`config.mk`:
```
export PLATFORM = sky130hd
export DESIGN_NAME = prbs_sat_cnt
export DESIGN_NICKNAME = d
export VERILOG_FILES = /design/src/rtl/prbs_sat_cnt.sv
export SDC_FILE = /design/constraint.sdc
export NUM_CORES = 1
export LEC_CHECK = 0
export ABC_AREA = 1
export CORE_AREA = 10 10 60 62
export CTS_CLUSTER_DIAMETER = 100
export DETAILED_ROUTE_END_ITERATION = 12
export DIE_AREA = 0 0 70 72
export DONT_BUFFER_PORTS = 1
export GPL_TIMING_DRIVEN = 1
export PLACE_DENSITY = 0.69
export SLEW_MARGIN = 20
export SYNTH_ARGS = -nofsm -noshare
export SYNTH_HDL_FRONTEND = slang
export SYNTH_SLANG_ARGS = --single-unit
```
`constraint.sdc`:
```
create_clock -name clk -period 2 [get_ports clk]
set_input_delay 0.4 -clock clk [delete_from_list [all_inputs] [get_ports clk]]
set_output_delay 0.4 -clock clk [all_outputs]
set_load 0.01 [all_outputs]
```
`src/rtl/prbs_sat_cnt.sv`:
```
// Saturating accumulator with synchronous clear (clear beats increment).
module prbs_sat_cnt #(
  parameter int WIDTH     = 16,
  parameter int INC_WIDTH = 1
) (
  input  logic                 clk,
  input  logic                 rst_n,
  input  logic                 clr,
  input  logic                 en,
  input  logic [INC_WIDTH-1:0] inc,
  output logic [WIDTH-1:0]     cnt
);

  // One extra bit so the overflow of cnt + inc is visible before clamping.
  localparam int SUM_W = ((WIDTH > INC_WIDTH) ? WIDTH : INC_WIDTH) + 1;

  logic [SUM_W-1:0] sum;
  logic [SUM_W-1:0] max_val;
  logic [WIDTH-1:0] cnt_next;

  assign sum     = SUM_W'(cnt) + SUM_W'(inc);
  assign max_val = SUM_W'({WIDTH{1'b1}});

  always_comb begin
    cnt_next = cnt;
    if (clr) begin
      cnt_next = '0;
    end else if (en) begin
      cnt_next = (sum > max_val) ? {WIDTH{1'b1}} : sum[WIDTH-1:0];
    end
  end

  always_ff @(posedge clk or negedge rst_n) begin
    if (!rst_n) begin
      cnt <= '0;
    end else begin
      cnt <= cnt_next;
    end
  end

endmodule

```
; ---- Word level (Yosys, flattened, before mapping)
; Cells that the tools add are included.
[word_totals]
regBits = 16
in_bits = 5
elab_cells = 7
[op_classes]
addsub = 1
n_lt_le_gt_ge = 1
muxes = 3
n_reduce_logical = 1
[ops]
columns = op, n
row1 = 16-bit two-way mux, 3
row2 = 16-bit by 1-bit adder with 17-bit output, 1
row3 = 17-bit by 16-bit > comparator with 1-bit output (second input constant), 1
row4 = 2-bit nonzero test, 1

; ---- Logic depth before layout (Yosys ltp)
; Gate-level depths: netlist (run 1).
[logic_depth]
depth_word = 5
ltp_mapped = 10
depth_no_buf = 9

; ---- Least setup slack after synthesis (run 1)
; Ideal clock, no wire load.
[synth_timing]
path_type = reg-to-reg
startpoint = register cnt[0]
endpoint = register cnt[10]
t_arrival_ns = 1.356
path_slack_ns = 0.578
stages_incl_launch_ff = 11
cell_sequence = dfrtp_1 ha_1 nand2_2 nor2_8 nand2_4 clkinv_4 nand3_4 buf_6 nand2_1 nand2_1 nand2_1
[synth_via]
elab_chain_len = 5
[synth_rtl]
columns = item, line_no
row1 = from (decl), 11  ; output logic [WIDTH-1:0] cnt
row2 = from (signal assigned), 37  ; cnt <= cnt_next;
row3 = 16-bit by 1-bit adder with 17-bit output *, 21  ; assign sum = SUM_W'(cnt) + SUM_W'(inc);
row4 = 17-bit by 16-bit > comparator with 1-bit output, 29  ; cnt_next = (sum > max_val) ? {WIDTH{1'b1}} : sum[WIDTH-1:0];
row5 = 16-bit two-way mux *, 29
row6 = 16-bit two-way mux *, 28  ; end else if (en) begin
row7 = 16-bit two-way mux *, 26  ; if (clr) begin
; Mark *: on every way between the ends. The rest lies on a longest branch, timed or not. The select of a mux whose other input is x is not followed.
; A chain may end at the register's enable or synchronous reset.

; ---- Final worst setup path (run 1)
[layout_timing]
startpoint = register cnt[0]
endpoint = register cnt[15]
; Same word-level chain as after synthesis.

==> summary.txt, run 1 <==
TritonCTS Buffers = 3
Net Sw Frac = 0.256
post-synthesis simple-gate area fraction = 0.449
via count = 1,017
Rows = 18
synth unique cells = 20
total clock sinks = 16
register area share after synthesis = 0.353
Largest register FFs = 16
Worst Tran Pin Value = 0.764 ns
largest net degree at the start of global routing = 17
number of synthesized register bits = 16
Final min period = 1.56 ns
CP arrival = 1.80 ns
first-pass GRT wire length = 4.61 mm
Synth area leaders = dfrtp_1 35%, nand2_1 27%, inv_1 6.3%, nand3_1 6.2%, nor2_1 4.6%
CP Capture Point = cnt[15]$_DFFE_PN0P_
clk_lat worst skew = 0.30 ns
Final setup viols = 0
total power = 0.000609 W
Peak VDD IR = 0.279 mV
Post-Syn Nets = 179
placed insts = 200
Adder-Cell Fraction of Synth Area = 0.0221
most frequent cell on the critical path = nand2_1
NetSw = 0.000156 W
YS warnings = 0
ANT cells = 0
Max-Cap Viols = 0
full die area = 0.00504 sq mm
Synth Area in Compound Gates = 0.0265
via density per instance = 4.96
CP max stage delay = 0.45 ns
status = finished, final reports clean
Fin Setup TNS = 0 ns
CTS tree = done
CTS H-Tree Depth = 1
Finished Cell Area = 0.00121 sq mm
post-route clock period utilization = 0.778
Die Ht = 72 microns
Reg power frac = 0.557
Final Non-Filler Cells = 205
post-DP HPWL = 1.98 mm
CP top delay family = simple AND/OR/NAND/NOR gates
post-synthesis instance total = 172
1st-iter DRT viols = 55
post-synthesis mux area share = 0
initial antenna violation count = 0
Post-CTS Setup Repair Bufs = 0
Cell Int Power = 0.000453 W
gr ovfl total = 0
Most flops, register = cnt
asr flop ratio synth = 1.00
Fmax achieved = 0.643 GHz
Worst Skew = 0.00863 ns
pwr dens = 504 mW/mm^2
Core ar. = 0.00243 sq mm
DRC violations left = 0
vias in the first global route = 1,019
layout net count = 183
CP max FO = 15
TritonRoute pass-1 iters = 4
Routed WL = 2.64 mm
wire per inst = 12.9 microns
post-synth top area cell = dfrtp_1
Clock Power Share = 0.374
Worst slew margin = 0.489
top flop regs = cnt (16)
Worst R2R Setup Slack = 0.44 ns
CP Class = reg -> reg
Tot GR Track Use = 0.106
CTS root buffer = clkbuf_4
Gate power share = 0.069
worst flop-to-flop path startpoint = cnt[0]$_DFFE_PN0P_
R2R depth = 9
WP buf/inv = 1
Layout area overhead = 6.51%
largest family of logic cells by synthesized area = simple AND/OR/NAND/NOR gates
Synth top area share = 0.353
post-CTS sizing = 0
post-route ant nets = 0
Worst setup EP type = register
WP data required = 2.25 ns
Avg Cell Area, Syn = 6.60 sq um
CP cell instances = ha_1, nand2_2, nor2_8, nand2_4, clkinv_4, nand3_4, nand3_1, nand2_1, nand2_1
Initial Util = 0.467
Most used DFF post-synth = dfrtp_1
number of flops mapped to enable cells by yosys = 0
startpoint type of the worst setup path = register
PortBufs = 0
top-count cell post-synth = nand2_1
Post-Place Cell Area = 0.00116 sq mm
CP startpoint = cnt[0]$_DFFE_PN0P_
RSZ-0062 raised after global routing = no
Fillers = 256
Leak = 0.731 nW
CTS clock-pin slew for the worst setup and hold paths = 0.11 ns
Hold WS = 0.371 ns
Die X = 70 microns
FF-to-FF End = cnt[15]$_DFFE_PN0P_
class of the worst hold path = in -> reg
slowest CP cell = dfrtp_1
mapped cell area = 0.00113 sq mm
share of post-route cells with drive strength above 1 = 0.0629
Slew Viols, Final = 0
Synth top cells by count = 82 x nand2_1, 19 x inv_1, 16 x dfrtp_1
Critical Path Stages = 9
final hold viol count = 0
GPL Wtd Cong = 0.844
boundary pin count = 21
clk buf depth = 2
Post-Synth XOR/XNOR Area = 0.0617
-- area by class of cell --
| cell class | count | area, sq um | share of cell area |
|---|---|---|---|
| clock buffer | 4 | 36.3 | 0.0300 |
| inverter | 20 | 80.1 | 0.0663 |
| timing repair buffer | 2 | 17.5 | 0.0145 |
| sequential | 16 | 400 | 0.331 |
| tap | 30 | 37.5 | 0.0311 |
| multi-input combinational | 133 | 637 | 0.527 |
-- layer usage --
layer / up-vias / part of all wire / track usage
met5: - / 0 / 0
met4: 0 / 0.012 / 0.0373
met3: 4 / 0.047 / 0.0204
met2: 19 / 0.48 / 0.183
met1: 462 / 0.46 / 0.127
li1: 532 / - / -
-- metrics by stage --
| stage | setup slack [ns] | utilization |
|---|---|---|
| 2_1_floorplan | 0.578 | - |
| 3_3_place_gp | 0.441 | 0.477 |
| 3_5_place_dp | 0.406 | 0.477 |
| 4_1_cts | 0.403 | 0.496 |
| 5_1_grt | 0.289 | 0.497 |
| 6_report | 0.444 | 0.497 |
-- worst register-to-register path, cell delays in order, from the launching register on --
cell      delay, ns
dfrtp_1        0.45
ha_1           0.20
nand2_2        0.12
nor2_8         0.18
nand2_4        0.08
clkinv_4       0.06
nand3_4        0.15
nand3_1        0.15
nand2_1        0.05
nand2_1        0.07
-- cell usage in the layout (no fill, tap or decap) --
master	synthesis	final
nand2_1	82	82
inv_1	19	19
dfrtp_1	16	16
nand3_1	14	14
nor2_1	14	13
xor2_1	5	5
xnor2_1	3	3
o21ai_0	3	3
nand4_1	3	3
clkbuf_4	0	3
o21bai_1	2	2
ha_1	2	2
nand2_2	1	1
nor2_8	1	1
nand2_4	1	1
clkinv_4	1	1
nor3_1	1	1
nand3_4	1	1
nor2_2	0	1
clkbuf_8	0	1
dlygate4sd3_1	0	1
buf_4	0	1
-- power by group through the flow --
stage               clock network (W)  logic (W)  registers, W
floorplan                           0  0.0000278      0.000344
global placement                    0  0.0000334      0.000346
detailed placement                  0  0.0000347      0.000346
CTS                          0.000233  0.0000430      0.000340
global route                 0.000246  0.0000503      0.000341
finish                       0.000228  0.0000419      0.000339
-- worst min path at each step --
stage | start | endpoint | slack (ns) | depth (start not counted)
2_1_floorplan | rst_n | cnt[0]$_DFFE_PN0P_ | 0.10 | 0
3_3_place_gp | rst_n | cnt[1]$_DFFE_PN0P_ | 0.10 | 0
3_5_place_dp | rst_n | cnt[1]$_DFFE_PN0P_ | 0.11 | 0
4_1_cts | inc | cnt[0]$_DFFE_PN0P_ | 0.43 | 5
5_1_grt | clr | cnt[15]$_DFFE_PN0P_ | 0.40 | 3
6_report | clr | cnt[15]$_DFFE_PN0P_ | 0.37 | 3
-- kinds of logic (layout without fill, tap and decap cells) --
family | after synthesis | after routing
xor+xnor | 8 | 8
compound gates | 5 | 5
simple gates | 118 | 118
flops | 16 | 16
fa+ha+maj | 2 | 2
buf+inv | 23 | 26
-- repair_timing --
action                                  4_1_cts  5_1_grt
hold endpoints to repair                     16        0
hold buffers                                  1        0
endpoints found under the setup margin        0        0
Note: power is estimated with default switching activity, not from simulation.
==> run 2: changes to the inputs <==
- clock period: 2 -> 1.6 ns (I/O delays scaled with it)
==> summary.txt, run 2 (synthesis gave the netlist of run 1 again) <==
1st-iter DRT viols = 67
total clock sinks = 16
Die Ht = 72 microns
worst setup margin = 0.129 ns
class of the worst hold path = in -> reg
status = finished, final reports clean
Leak = 0.814 nW
first-pass GRT wire length = 4.79 mm
FF-to-FF End = cnt[14]$_DFFE_PN0P_
area of the multi-input gates = 654 sq um
Slew Viols, Final = 0
Worst Tran Pin Value = 0.781 ns
Final setup viols = 0
initial antenna violation count = 0
wire per inst = 13.1 microns
Tot GR Track Use = 0.111
CP Class = reg -> reg
Rows = 18
Max-Cap Viols = 0
Worst R2R Setup Slack = 0.13 ns
CP max FO = 7
top flop regs = cnt (16)
Peak VDD IR = 0.471 mV
worst flop-to-flop path startpoint = cnt[0]$_DFFE_PN0P_
RSZ-0062 raised after global routing = no
CTS H-Tree Depth = 1
post-DP HPWL = 2.08 mm
WP data required = 1.84 ns
Routed WL = 2.90 mm
pre-CTS WS = 0.114 ns
TritonRoute pass-1 iters = 4
full die area = 0.00504 sq mm
Final min period = 1.47 ns
most frequent cells in the layout = 81 x nand2_1, 19 x inv_1, 16 x dfrtp_1, 16 x buf_4, 14 x nand3_1
Fin Setup TNS = 0 ns
DRC violations left = 0
ANT cells = 0
boundary pin count = 21
R2R depth = 9
Worst setup EP type = register
vias in the first global route = 1,062
post-route clock period utilization = 0.919
Final Util = 0.550
Layout area overhead = 18.0%
Largest register FFs = 16
share of post-route cells with drive strength above 1 = 0.152
most common cell after layout, fill and taps aside = nand2_1
CP Capture Point = cnt[14]$_DFFE_PN0P_
clk_lat worst skew = 0.29 ns
CTS clock-pin slew for the worst setup and hold paths = 0.10 ns
PortBufs = 0
CP startpoint = cnt[0]$_DFFE_PN0P_
Die X = 70 microns
layout net count = 199
GPL Wtd Cong = 0.866
Most flops, register = cnt
post-route ant nets = 0
TritonCTS Buffers = 3
Fmax achieved = 0.680 GHz
CTS root buffer = clkbuf_4
Initial Util = 0.467
Core ar. = 0.00243 sq mm
clk buf depth = 2
via density per instance = 5.02
pwr dens = 571 mW/mm^2
final hold viol count = 0
startpoint type of the worst setup path = register
Worst Skew = 0.00109 ns
CP arrival = 1.71 ns
Fillers = 231
sequential cell area = 400 sq um
gr ovfl total = 0
Worst slew margin = 0.478
total power = 0.000764 W
Final Non-Filler Cells = 221
largest net degree at the start of global routing = 17
CTS tree = done
via count = 1,110
placed insts = 214
==> run 2: cell types whose count changed in the layout (fill, tap and decap cells not counted) <==
cell	change
nand2_2	+1
nand2_1	-1
nor3_1	-1
buf_4	+15
nor3_2	+1
nand3_2	+1
==> run 2: stage by stage <==
stage | area [sq um] | hold WS [ns]
global placement | 1260 | 0.0250
CTS | 1310 | 0.328
global route | 1340 | 0.309
floorplan | 1130 | 0.0244
finish | 1340 | 0.302
detailed placement | 1260 | 0.0250
==> run 2: what timing repair did <==
action | 4_1_cts | 5_1_grt
hold buffers | 1 | 0
setup buffers | 0 | 1
resized for setup | 0 | 2
endpoints found under the hold margin | 16 | 0
setup endpoints to repair | 0 | 14
==> run 2: final cells by class <==
class,instances,area share
inverter,20,0.0598
tap,30,0.0280
sequential,16,0.299
clock buffer,4,0.0271
timing repair buffer,17,0.0972
multi-input combinational,134,0.489
==> run 2: per-layer routing <==
| layer | part of all wire | global-route usage |
|---|---|---|
| met1 | 0.43 | 0.129 |
| met2 | 0.46 | 0.191 |
| met3 | 0.077 | 0.0299 |
| met4 | 0.031 | 0.0439 |
| met5 | 0 | 0 |
==> run 2: report_power, final <==
part           switching [W]  internal, W
clock network       0.000134     0.000139
registers         0.00000819     0.000411
logic              0.0000435    0.0000285
==> run 2: critical path, cell delays in order, from the launching register on <==
cell and delay [ns]:
dfrtp_1 0.38, ha_1 0.17, nand2_2 0.11, nor2_8 0.18, nand2_4 0.09, clkinv_4 0.08
nand3_2 0.14, nand3_1 0.13, nand2_1 0.05, nand2_1 0.07
==> run 2: how the worst min path moves through the flow <==
stage	startpoint	end	slack (ns)	cells after the start
global placement	rst_n	cnt[1]$_DFFE_PN0P_	0.02	0
floorplan	rst_n	cnt[0]$_DFFE_PN0P_	0.02	0
detailed placement	rst_n	cnt[1]$_DFFE_PN0P_	0.02	0
CTS	inc	cnt[0]$_DFFE_PN0P_	0.33	5
finish	clr	cnt[15]$_DFFE_PN0P_	0.30	3
global route	clr	cnt[14]$_DFFE_PN0P_	0.31	3
